**src/rtl/hs_lock_pkg.sv**
```systemverilog
// Shared types and constants for the header-lock controller.
package hs_lock_pkg;

  localparam int BUF_W = 67;
  localparam int POS_W = 7;

  localparam logic [1:0] HDR_DATA = 2'b01;
  localparam logic [1:0] HDR_CTRL = 2'b10;

  typedef enum logic [1:0] {
    SEEK_RST,
    SEARCH,
    VERIFY,
    LOCKED
  } lock_state_e;

endpackage

```
**src/rtl/hs_hdr_check.sv**
```systemverilog
// Combinational check of the 2-bit sync header at bit position off of the frame buffer.
module hs_hdr_check
  import hs_lock_pkg::*;
(
  input  logic [BUF_W-1:0] buffer,
  input  logic [POS_W-1:0] off,
  output logic             hdr_ok
);

  logic [1:0] hdr;

  // Offsets past BUF_W-2 would need bits beyond the buffer, so they never match.
  always_comb begin
    hdr    = 2'(buffer >> off);
    hdr_ok = (off <= POS_W'(BUF_W - 2)) && ((hdr == HDR_DATA) || (hdr == HDR_CTRL));
  end

endmodule

```
**src/rtl/hs_lock_ctrl.sv**
```systemverilog
// Header-alignment lock FSM: seeker reset, search, verify, locked with windowed error count.
// Statistics counters are built only when HS_LOCK_STATS_EN is defined.
module hs_lock_ctrl
  import hs_lock_pkg::*;
#(
  parameter int LOCK_CNT     = 32,
  parameter int UNLOCK_ERR   = 4,
  parameter int WINDOW       = 64,
  parameter int SEEK_TIMEOUT = 1024
) (
  input  logic             clk_i,
  input  logic             rst_ni,
  input  logic             buffer_dv,
  input  logic [BUF_W-1:0] buffer,
  input  logic             seek_synced_i,
  input  logic [POS_W-1:0] seek_offset_i,
  input  logic             relock_i,
  output logic             seek_rst_o,
  output logic             lock_o,
  output logic [POS_W-1:0] lock_offset_o,
  output logic [15:0]      hdr_err_cnt_o,
  output logic [7:0]       lock_loss_cnt_o
);

  localparam int GOOD_W = $clog2(LOCK_CNT + 1);
  localparam int ERR_W  = $clog2(UNLOCK_ERR + 1);
  localparam int WIN_W  = $clog2(WINDOW + 1);
  localparam int BEAT_W = $clog2(SEEK_TIMEOUT + 1);

  localparam logic [GOOD_W-1:0] GOOD_LAST = GOOD_W'(LOCK_CNT - 1);
  localparam logic [ERR_W-1:0]  ERR_LAST  = ERR_W'(UNLOCK_ERR - 1);
  localparam logic [WIN_W-1:0]  WIN_LAST  = WIN_W'(WINDOW - 1);
  localparam logic [BEAT_W-1:0] BEAT_LAST = BEAT_W'(SEEK_TIMEOUT - 1);

  lock_state_e       state_q, state_d;
  logic              rst_cnt_q, rst_cnt_d;
  logic [BEAT_W-1:0] beat_q, beat_d;
  logic [GOOD_W-1:0] good_q, good_d;
  logic [WIN_W-1:0]  win_q, win_d;
  logic [ERR_W-1:0]  err_q, err_d;
  logic [POS_W-1:0]  cand_off_q, cand_off_d;
  logic [POS_W-1:0]  lock_off_q, lock_off_d;
  logic [POS_W-1:0]  chk_off;
  logic              hdr_ok;

  assign chk_off = (state_q == LOCKED) ? lock_off_q : cand_off_q;

  hs_hdr_check u_hdr_check (
    .buffer (buffer),
    .off    (chk_off),
    .hdr_ok (hdr_ok)
  );

  always_comb begin
    // NOTE: every variable gets a default first so no path leaves one unassigned (no latch).
    state_d    = state_q;
    rst_cnt_d  = rst_cnt_q;
    beat_d     = beat_q;
    good_d     = good_q;
    win_d      = win_q;
    err_d      = err_q;
    cand_off_d = cand_off_q;
    lock_off_d = lock_off_q;

    case (state_q)
      SEEK_RST: begin
        beat_d = '0;
        good_d = '0;
        win_d  = '0;
        err_d  = '0;
        if (rst_cnt_q) begin
          state_d   = SEARCH;
          rst_cnt_d = 1'b0;
        end else begin
          rst_cnt_d = 1'b1;
        end
      end
      SEARCH: begin
        if (buffer_dv) begin
          if (seek_synced_i) begin
            cand_off_d = seek_offset_i;
            state_d    = VERIFY;
          end else if (beat_q == BEAT_LAST) begin
            state_d = SEEK_RST;
          end else begin
            beat_d = beat_q + BEAT_W'(1);
          end
        end
      end
      VERIFY: begin
        if (buffer_dv) begin
          if (!hdr_ok) begin
            state_d = SEEK_RST;
          end else if (good_q == GOOD_LAST) begin
            state_d    = LOCKED;
            lock_off_d = cand_off_q;
          end else begin
            good_d = good_q + GOOD_W'(1);
          end
        end
      end
      LOCKED: begin
        if (buffer_dv) begin
          // The unlock test sees the closing beat's error before the window clears.
          if (!hdr_ok && (err_q == ERR_LAST)) begin
            state_d = SEEK_RST;
          end else if (win_q == WIN_LAST) begin
            win_d = '0;
            err_d = '0;
          end else begin
            win_d = win_q + WIN_W'(1);
            err_d = err_q + ERR_W'(!hdr_ok);
          end
        end
      end
      default: state_d = SEEK_RST;
    endcase

    if (relock_i) begin
      state_d   = SEEK_RST;
      rst_cnt_d = 1'b0;
    end

    if (state_d == SEEK_RST) begin
      lock_off_d = '0;
    end
  end

  always_ff @(posedge clk_i or negedge rst_ni) begin
    if (!rst_ni) begin
      state_q    <= SEEK_RST;
      rst_cnt_q  <= 1'b0;
      beat_q     <= '0;
      good_q     <= '0;
      win_q      <= '0;
      err_q      <= '0;
      cand_off_q <= '0;
      lock_off_q <= '0;
    end else begin
      // NOTE: non-blocking assignments so every flop samples the pre-edge values.
      state_q    <= state_d;
      rst_cnt_q  <= rst_cnt_d;
      beat_q     <= beat_d;
      good_q     <= good_d;
      win_q      <= win_d;
      err_q      <= err_d;
      cand_off_q <= cand_off_d;
      lock_off_q <= lock_off_d;
    end
  end

  assign seek_rst_o    = (state_q == SEEK_RST);
  assign lock_o        = (state_q == LOCKED);
  assign lock_offset_o = lock_off_q;

`ifdef HS_LOCK_STATS_EN
  logic        hdr_err;
  logic        lock_lost;
  logic [15:0] hdr_err_cnt_q;
  logic [7:0]  lock_loss_cnt_q;

  assign hdr_err   = (state_q == LOCKED) && buffer_dv && !hdr_ok;
  assign lock_lost = (state_q == LOCKED) && (state_d == SEEK_RST);

  always_ff @(posedge clk_i or negedge rst_ni) begin
    if (!rst_ni) begin
      hdr_err_cnt_q   <= '0;
      lock_loss_cnt_q <= '0;
    end else begin
      if (hdr_err && !(&hdr_err_cnt_q)) begin
        hdr_err_cnt_q <= hdr_err_cnt_q + 16'd1;
      end
      if (lock_lost && !(&lock_loss_cnt_q)) begin
        lock_loss_cnt_q <= lock_loss_cnt_q + 8'd1;
      end
    end
  end

  assign hdr_err_cnt_o   = hdr_err_cnt_q;
  assign lock_loss_cnt_o = lock_loss_cnt_q;
`else
  assign hdr_err_cnt_o   = '0;
  assign lock_loss_cnt_o = '0;
`endif

endmodule

```
**config.mk**
```make
export PLATFORM = sky130hd
export DESIGN_NAME = hs_lock_ctrl
export DESIGN_NICKNAME = d
export VERILOG_FILES = /design/src/rtl/hs_lock_pkg.sv /design/src/rtl/hs_hdr_check.sv /design/src/rtl/hs_lock_ctrl.sv
export SDC_FILE = /design/constraint.sdc
export NUM_CORES = 1
export LEC_CHECK = 0
export BUFFER_PORTS_ARGS = -buffer_cell sky130_fd_sc_hd__buf_2
export CORE_MARGIN = 3
export CORE_UTILIZATION = 35
export CTS_BUF_LIST = sky130_fd_sc_hd__clkbuf_4 sky130_fd_sc_hd__clkbuf_8
export DETAILED_ROUTE_END_ITERATION = 8
export HOLD_SLACK_MARGIN = 0.1
export PLACE_DENSITY = 0.58
export SYNTH_ARGS = -nofsm -noshare
export SYNTH_HDL_FRONTEND = slang
export SYNTH_HIERARCHICAL = 1
export SYNTH_SLANG_ARGS = --single-unit
```
**constraint.sdc**
```tcl
create_clock -name clk_i -period 4.35 [get_ports clk_i]
set_input_delay 0.87 -clock clk_i [delete_from_list [all_inputs] [get_ports clk_i]]
set_output_delay 0.87 -clock clk_i [all_outputs]
set_load 0.03 [all_outputs]
```
# --- Word-level counts from Yosys, hierarchy flattened ---
# Cells that the tools add are included.
word_totals:
  regBits: 44
  in_bits: 79
  out_inout_bits: 33
  wordCells: 86
classes:
  add_sub_neg: 4
  order_cmp: 1
  eq_ne: 17
  shifts: 1
  n_mux: 36
  reduce_logical: 19
op_table:
  columns: ["cell", "count"]
  rows:
  - ["67-bit by 7-bit right shift with 2-bit output", 1]
  - ["7-bit two-way mux", 9]
  - ["11-bit two-way mux", 3]
  - ["11-bit one-hot mux with 2 select lines", 1]
  - ["2-bit two-way mux", 10]
  - ["6-bit two-way mux", 3]
  - ["2-bit != test, second input constant", 8]
  - ["2-bit nonzero test", 8]
  - ["7-bit one-hot mux with 2 select lines", 1]
  - ["6-bit one-hot mux with 2 select lines", 1]
  - ["4-bit AND reduction", 3]
  - ["11-bit by 1-bit adder with 11-bit output, second input constant", 1]
  - ["11-bit by 10-bit == test with 1-bit output, second input constant", 1]
  - ["3-bit two-way mux", 3]
  - ["2-bit one-hot mux with 4 select lines", 1]
  - ["7-bit by 1-bit adder with 7-bit output, second input constant", 1]
  - ["7-bit by 6-bit == test with 1-bit output, second input constant", 1]
  - ["7-bit less-or-equal comparator, second input constant", 1]
  - ["6-bit by 1-bit adder with 6-bit output, second input constant", 1]
  - ["2-bit == test, second input constant", 3]
  - ["6-bit by 5-bit == test with 1-bit output, second input constant", 1]
  - ["3-bit one-hot mux with 2 select lines", 1]
  - ["3-bit AND reduction", 2]
  - ["2-bit by 1-bit == test with 1-bit output, second input constant", 2]
  - ["7 further kinds", 11]

# --- Depth between registers and ports, before layout ---
logic_depth:
  depth_word: 15
  ltp_mapped: 17
  mapped_depth_nobuf: 13

# --- Modules after synthesis ---
# The synthesis kept the hierarchy.
by_module_without_submodules:
  columns: ["mod", "n_inst", "cells_per_inst", "area_each_um2"]
  rows:
  - ["hs_lock_ctrl", 1, 245, 2539.9]
  - ["hs_hdr_check", 1, 100, 1194.9]

# --- Worst setup path after synthesis ---
# Ideal clock, no wire load.
synth_timing:
  path_type: "register to register"
  start: "reg state_q[1]"
  end: "reg lock_off_q[0] (netlist: lock_offset_o[0])"
  setup_ns: 0.143
  arrival_time_ns: 3.866
  required_time_ns: 4.207
  slack_ns: 0.342
  path_stages_with_launch: 17
  n_path_buf: 3
  path_cell_list: "dfrtp_1 > buf_4 > nand2_1 > mux2_2 > buf_2 > buf_2 > mux4_2 > mux2_2 > a221oi_1 > a211oi_1 > o21a_1 > a22o_1 > nand2b_1 > o211ai_1 > o21ai_0 > nor3_2 > nor3_1"
synth_via:
  elab_chain_cells: 15
  word_cells_on_any_way: 31
  classes_between: "order compare (1); eq/ne (5); shift (1); mux (13); reduce/logical (11)"
synth_lines:
  columns: ["item", "line", "rtl"]
  rows:
  - ["start, declared", "hs_lock_ctrl.sv:35", "lock_state_e state_q, state_d;"]
  - ["start signal, assigned", "hs_lock_ctrl.sv:141", "state_q <= state_d;"]
  - ["2-bit == test (*)", "hs_lock_ctrl.sv:46", "assign chk_off = (state_q == LOCKED) ? lock_off_q : cand_off_q;"]
  - ["7-bit two-way mux (*)", "hs_lock_ctrl.sv:46", null]
  - ["net chk_off[0]", "hs_lock_ctrl.sv:43", "logic [POS_W-1:0] chk_off;"]
  - ["67-bit by 7-bit right shift with 2-bit output", "hs_hdr_check.sv:14", "hdr = 2'(buffer >> off);"]
  - ["2-bit by 1-bit == test with 1-bit output or 2-bit == test (tied branches)", "hs_hdr_check.sv:15", "hdr_ok = (off <= POS_W'(BUF_W - 2)) && ((hdr == HDR_DATA) || (hdr == HDR_CTRL));"]
  - ["1-bit logical OR", "hs_hdr_check.sv:15", null]
  - ["1-bit logical AND (*)", "hs_hdr_check.sv:15", null]
  - ["net hdr_ok", "hs_lock_ctrl.sv:44", "logic hdr_ok;"]
  - ["1-bit logical NOT", "hs_lock_ctrl.sv:105", "if (!hdr_ok && (err_q == ERR_LAST)) begin"]
  - ["1-bit logical AND", "hs_lock_ctrl.sv:105", null]
  - ["2-bit two-way mux", "hs_lock_ctrl.sv:105", null]
  - ["2-bit two-way mux", "hs_lock_ctrl.sv:103", "if (buffer_dv) begin"]
  - ["2-bit one-hot mux with 4 select lines", "hs_lock_ctrl.sv:65", "case (state_q)"]
  - ["2-bit two-way mux", "hs_lock_ctrl.sv:119", "if (relock_i) begin"]
  - ["2-bit logical NOT", "hs_lock_ctrl.sv:124", "if (state_d == SEEK_RST) begin"]
  - ["2-bit nonzero test (no line)", null, null]
  - ["4-bit AND reduction (no line)", null, null]
  - ["end signal, assigned", "hs_lock_ctrl.sv:148", "lock_off_q <= lock_off_d;"]
  - ["end, declared", "hs_lock_ctrl.sv:42", "logic [POS_W-1:0] lock_off_q, lock_off_d;"]
# Mark *: on every way through the listed nets, which the timed path passes. The rest lies on a longest branch.
# A chain may end at the register's enable or synchronous reset.

# --- Worst setup path in the final report ---
layout_timing:
  start: "reg state_q[1]"
  end: "reg lock_off_q[2] (netlist: lock_offset_o[2])"
# Same word-level chain as after synthesis.

==> flow_summary.toml <==
[cts]
htree_levels = 2
numCtsBuffers = 5
clk_pin_slew_ns = 0.09
clk_latency_ns = 0.29
cts.sinks = 44
clockBufferDepth = 2
cts_tree = "done"
cts_setup_buffers = 0
cts-root-buf = "clkbuf_8"

[place]
gp_congestion = 0.806
hpwl_um = 6790
portBuffers = 87
dp_cells = 555

[setup_path]
critPathRequiredTime_ns = 4.49
crit_fanout = 21
cp-end-kind = "flip-flop"
crit_path_cell_trace = "nand2_1 -> buf_4 -> mux2_2 -> clkinvlp_4 -> mux2_2 -> a221o_1 -> a31oi_1 -> a21oi_1 -> a22o_1 -> nand2b_1 -> o211ai_1 -> o21ai_0 -> nor3_2 -> nor3_1"
cpMostUsedCell = "mux2_2"
critPathLaunchType = "flip-flop"
worst_path_dominant_cell_family = "compound AO/OA/AOI/OAI gates"
worst-setup-path-type = "reg -> reg"
max_stage_delay_ns = 0.55
crit_buf_inv = 2
cp_slowest_cell = "mux2_2"
cp.arrival_ns = 4.16

[synthesis]
ys_ff_latch = 44
seq_area_frac_synth_pct = 29.5
ys_types = 58
synthDominantCellAreaShare_pct = 29.5
async_flop_share_pct = 100
synth_warnings = 6
synthTopCellsByCount = "dfrtp_1 (44), mux4_2 (29), buf_4 (27), mux2i_1 (26), nor2_1 (23)"
synthTopCellsByArea = "dfrtp_1 (29%), mux4_2 (17%), mux2i_1 (7.0%)"
synthFlopType = "dfrtp_1"
yosysMostFrequentCell = "dfrtp_1"
synth_edf_count = 0
synth_cells = 345
synth.avg_cell_area_sq_um = 10.8
syn-cell-area_sq_mm = 0.00373
synth.largest_area_cell = "dfrtp_1"

[pwr]
leakagePower_nw = 1.86
worst_ir_drop_vdd_mv = 0.249
p_total_mw = 2.04
p_per_area_mw_per_mm2 = 476

[routing]
drtIter0Drc = 157
post-route-drc-count = 0
drtPass1Iterations = 4
avgViaCountPerCell = 5.27
post_drt_wl_per_cell_um = 15.2
final_antenna_net_count = 0
num_vias = 2965
routed_wl_um = 8560

[sta]
fin_crit_ns = 4.02
maxClockFrequency_ghz = 0.249
rsz0062_at_grt = "false"
timing_hold_violations_final = 0
final_max_slew_viol_count = 0
hold_ws_ns = 0.502
setup_viol = 0
skew_ns = 0.00671
tightestPinTransition_ns = 0.969
post-route-period-util_pct = 92.4
slew_headroom_pct = 35.4
setup_tns_ns = 0

[layout]
area_growth_pct = 15.0
n_antenna_cell = 0
seqCellArea_sq_mm = 0.00110
drive_gt1_share_pct = 38.4
nFillCells = 1051
multi_input_area_sq_mm = 0.00241
final_nets = 510
final_cells = 563

[floorplanning]
boundaryPins = 112
core_region_area_sq_mm = 0.0104
placementRows = 37
initial_core_util_pct = 36.0
design.die.area_sq_mm = 0.0119
fp.dieH_um = 109
die_x_um = 109

[flow_run]
max_cap_violations = 0

[global_routing]
grt_usage_pct = 14.3
first_global_vias = 2754
grt_max_degree = 45
grt_pass1_wl_um = 13700
antenna_found_initial = 0
grt_overflow = 0

[hold_path]
hold_path_class = "reg -> reg"

[status]
status = "finished clean"
==> layout make-up <==
cell class / instances / share of cell area (%)
clock buffers: 6 / 1.92
clock inverters: 2 / 0.233
inverters: 9 / 0.874
multi-input cells: 273 / 56.2
flip-flops and latches: 44 / 25.6
well taps: 136 / 3.96
repair buffers: 93 / 11.2
==> cells by family after synthesis <==
group                      synth area share, %
AOI/OAI and AO/OA                         12.8
and+or+nand+nor                           14.1
adders and majority gates                 1.68
muxes                                     30.8
xor gates and xnor gates                  2.81
buffers and inverters                     8.27
DFF                                       29.5
other                                    0.100
==> stage by stage <==
stage | instance area [sq um] | utilization [%] | setup WS, ns
global route | 4300 | 41.4 | 0.0170
detailed placement | 4200 | 40.5 | 0.0884
finish | 4300 | 41.4 | 0.332
global placement | 4200 | 40.5 | 0.192
CTS | 4290 | 41.4 | 0.0779
floorplan | 3820 | - | 0.342
==> per-layer routing <==
| layer | vias to the layer above | global-route usage (%) | part of all wire (%) |
|---|---|---|---|
| met5 | - | 0 | 0 |
| met4 | 0 | 2.49 | 0.79 |
| met3 | 6 | 2.70 | 5.1 |
| met2 | 86 | 22.4 | 49 |
| met1 | 1448 | 21.1 | 46 |
| li1 | 1425 | - | - |
==> report_power, final <==
group / switching (mW) / internal, mW / total (mW)
combinational: 0.668 / 0.624 / 1.29
clock: 0.138 / 0.127 / 0.265
sequential: 0.0336 / 0.454 / 0.487
==> worst paths after layout <==
kind                                             from  slack [ns]  cells after the start                            to
worst max-delay path             state_q[1]$_DFF_PN0_        0.33                     14  lock_offset_o[2]$_DFFE_PN0P_
worst max register to register   state_q[1]$_DFF_PN0_        0.33                     14  lock_offset_o[2]$_DFFE_PN0P_
min in group asynchronous                      rst_ni        0.72                      1         beat_q[9]$_DFFE_PN0P_
worst min-delay path            beat_q[9]$_DFFE_PN0P_        0.50                      1        beat_q[10]$_DFFE_PN0P_
max in group asynchronous                      rst_ni        3.01                      1          win_q[5]$_DFFE_PN0P_
worst min register to register  beat_q[9]$_DFFE_PN0P_        0.50                      1        beat_q[10]$_DFFE_PN0P_
==> worst reg2reg max path, delay by kind of cell (launching register included) <==
| family | cells | cell delay (ns) |
|---|---|---|
| AOI/OAI and AO/OA | 6 | 1.25 |
| buffers and inverters | 2 | 0.53 |
| DFF | 1 | 0.35 |
| muxes | 2 | 0.89 |
| and+or+nand+nor | 4 | 0.84 |
==> flip-flops by register name (all words and copies together) (netlist names) <==
name	flops
err_q	3
state_q	2
good_q	6
rst_cnt_q	1
beat_q	11
cand_off_q	7
lock_offset_o	7
win_q	7
==> cells in the final DEF (no fill, tap or decap), types with 12 or more instances in the layout <==
| cell | Yosys | routed |
|---|---|---|
| buf_2 | 7 | 87 |
| mux2i_1 | 26 | 26 |
| mux2_2 | 21 | 20 |
| o21ai_0 | 12 | 12 |
| dfrtp_1 | 44 | 44 |
| nor2_1 | 23 | 23 |
| nand2_1 | 20 | 20 |
| nor3_1 | 12 | 12 |
| mux4_2 | 29 | 29 |
| conb_1 | 1 | 24 |
==> what timing repair did <==
action,CTS,global route
endpoints found under the setup margin,0,18
hold buffers,0,0
resized for setup,0,2
(Power assumes the default switching activity.)
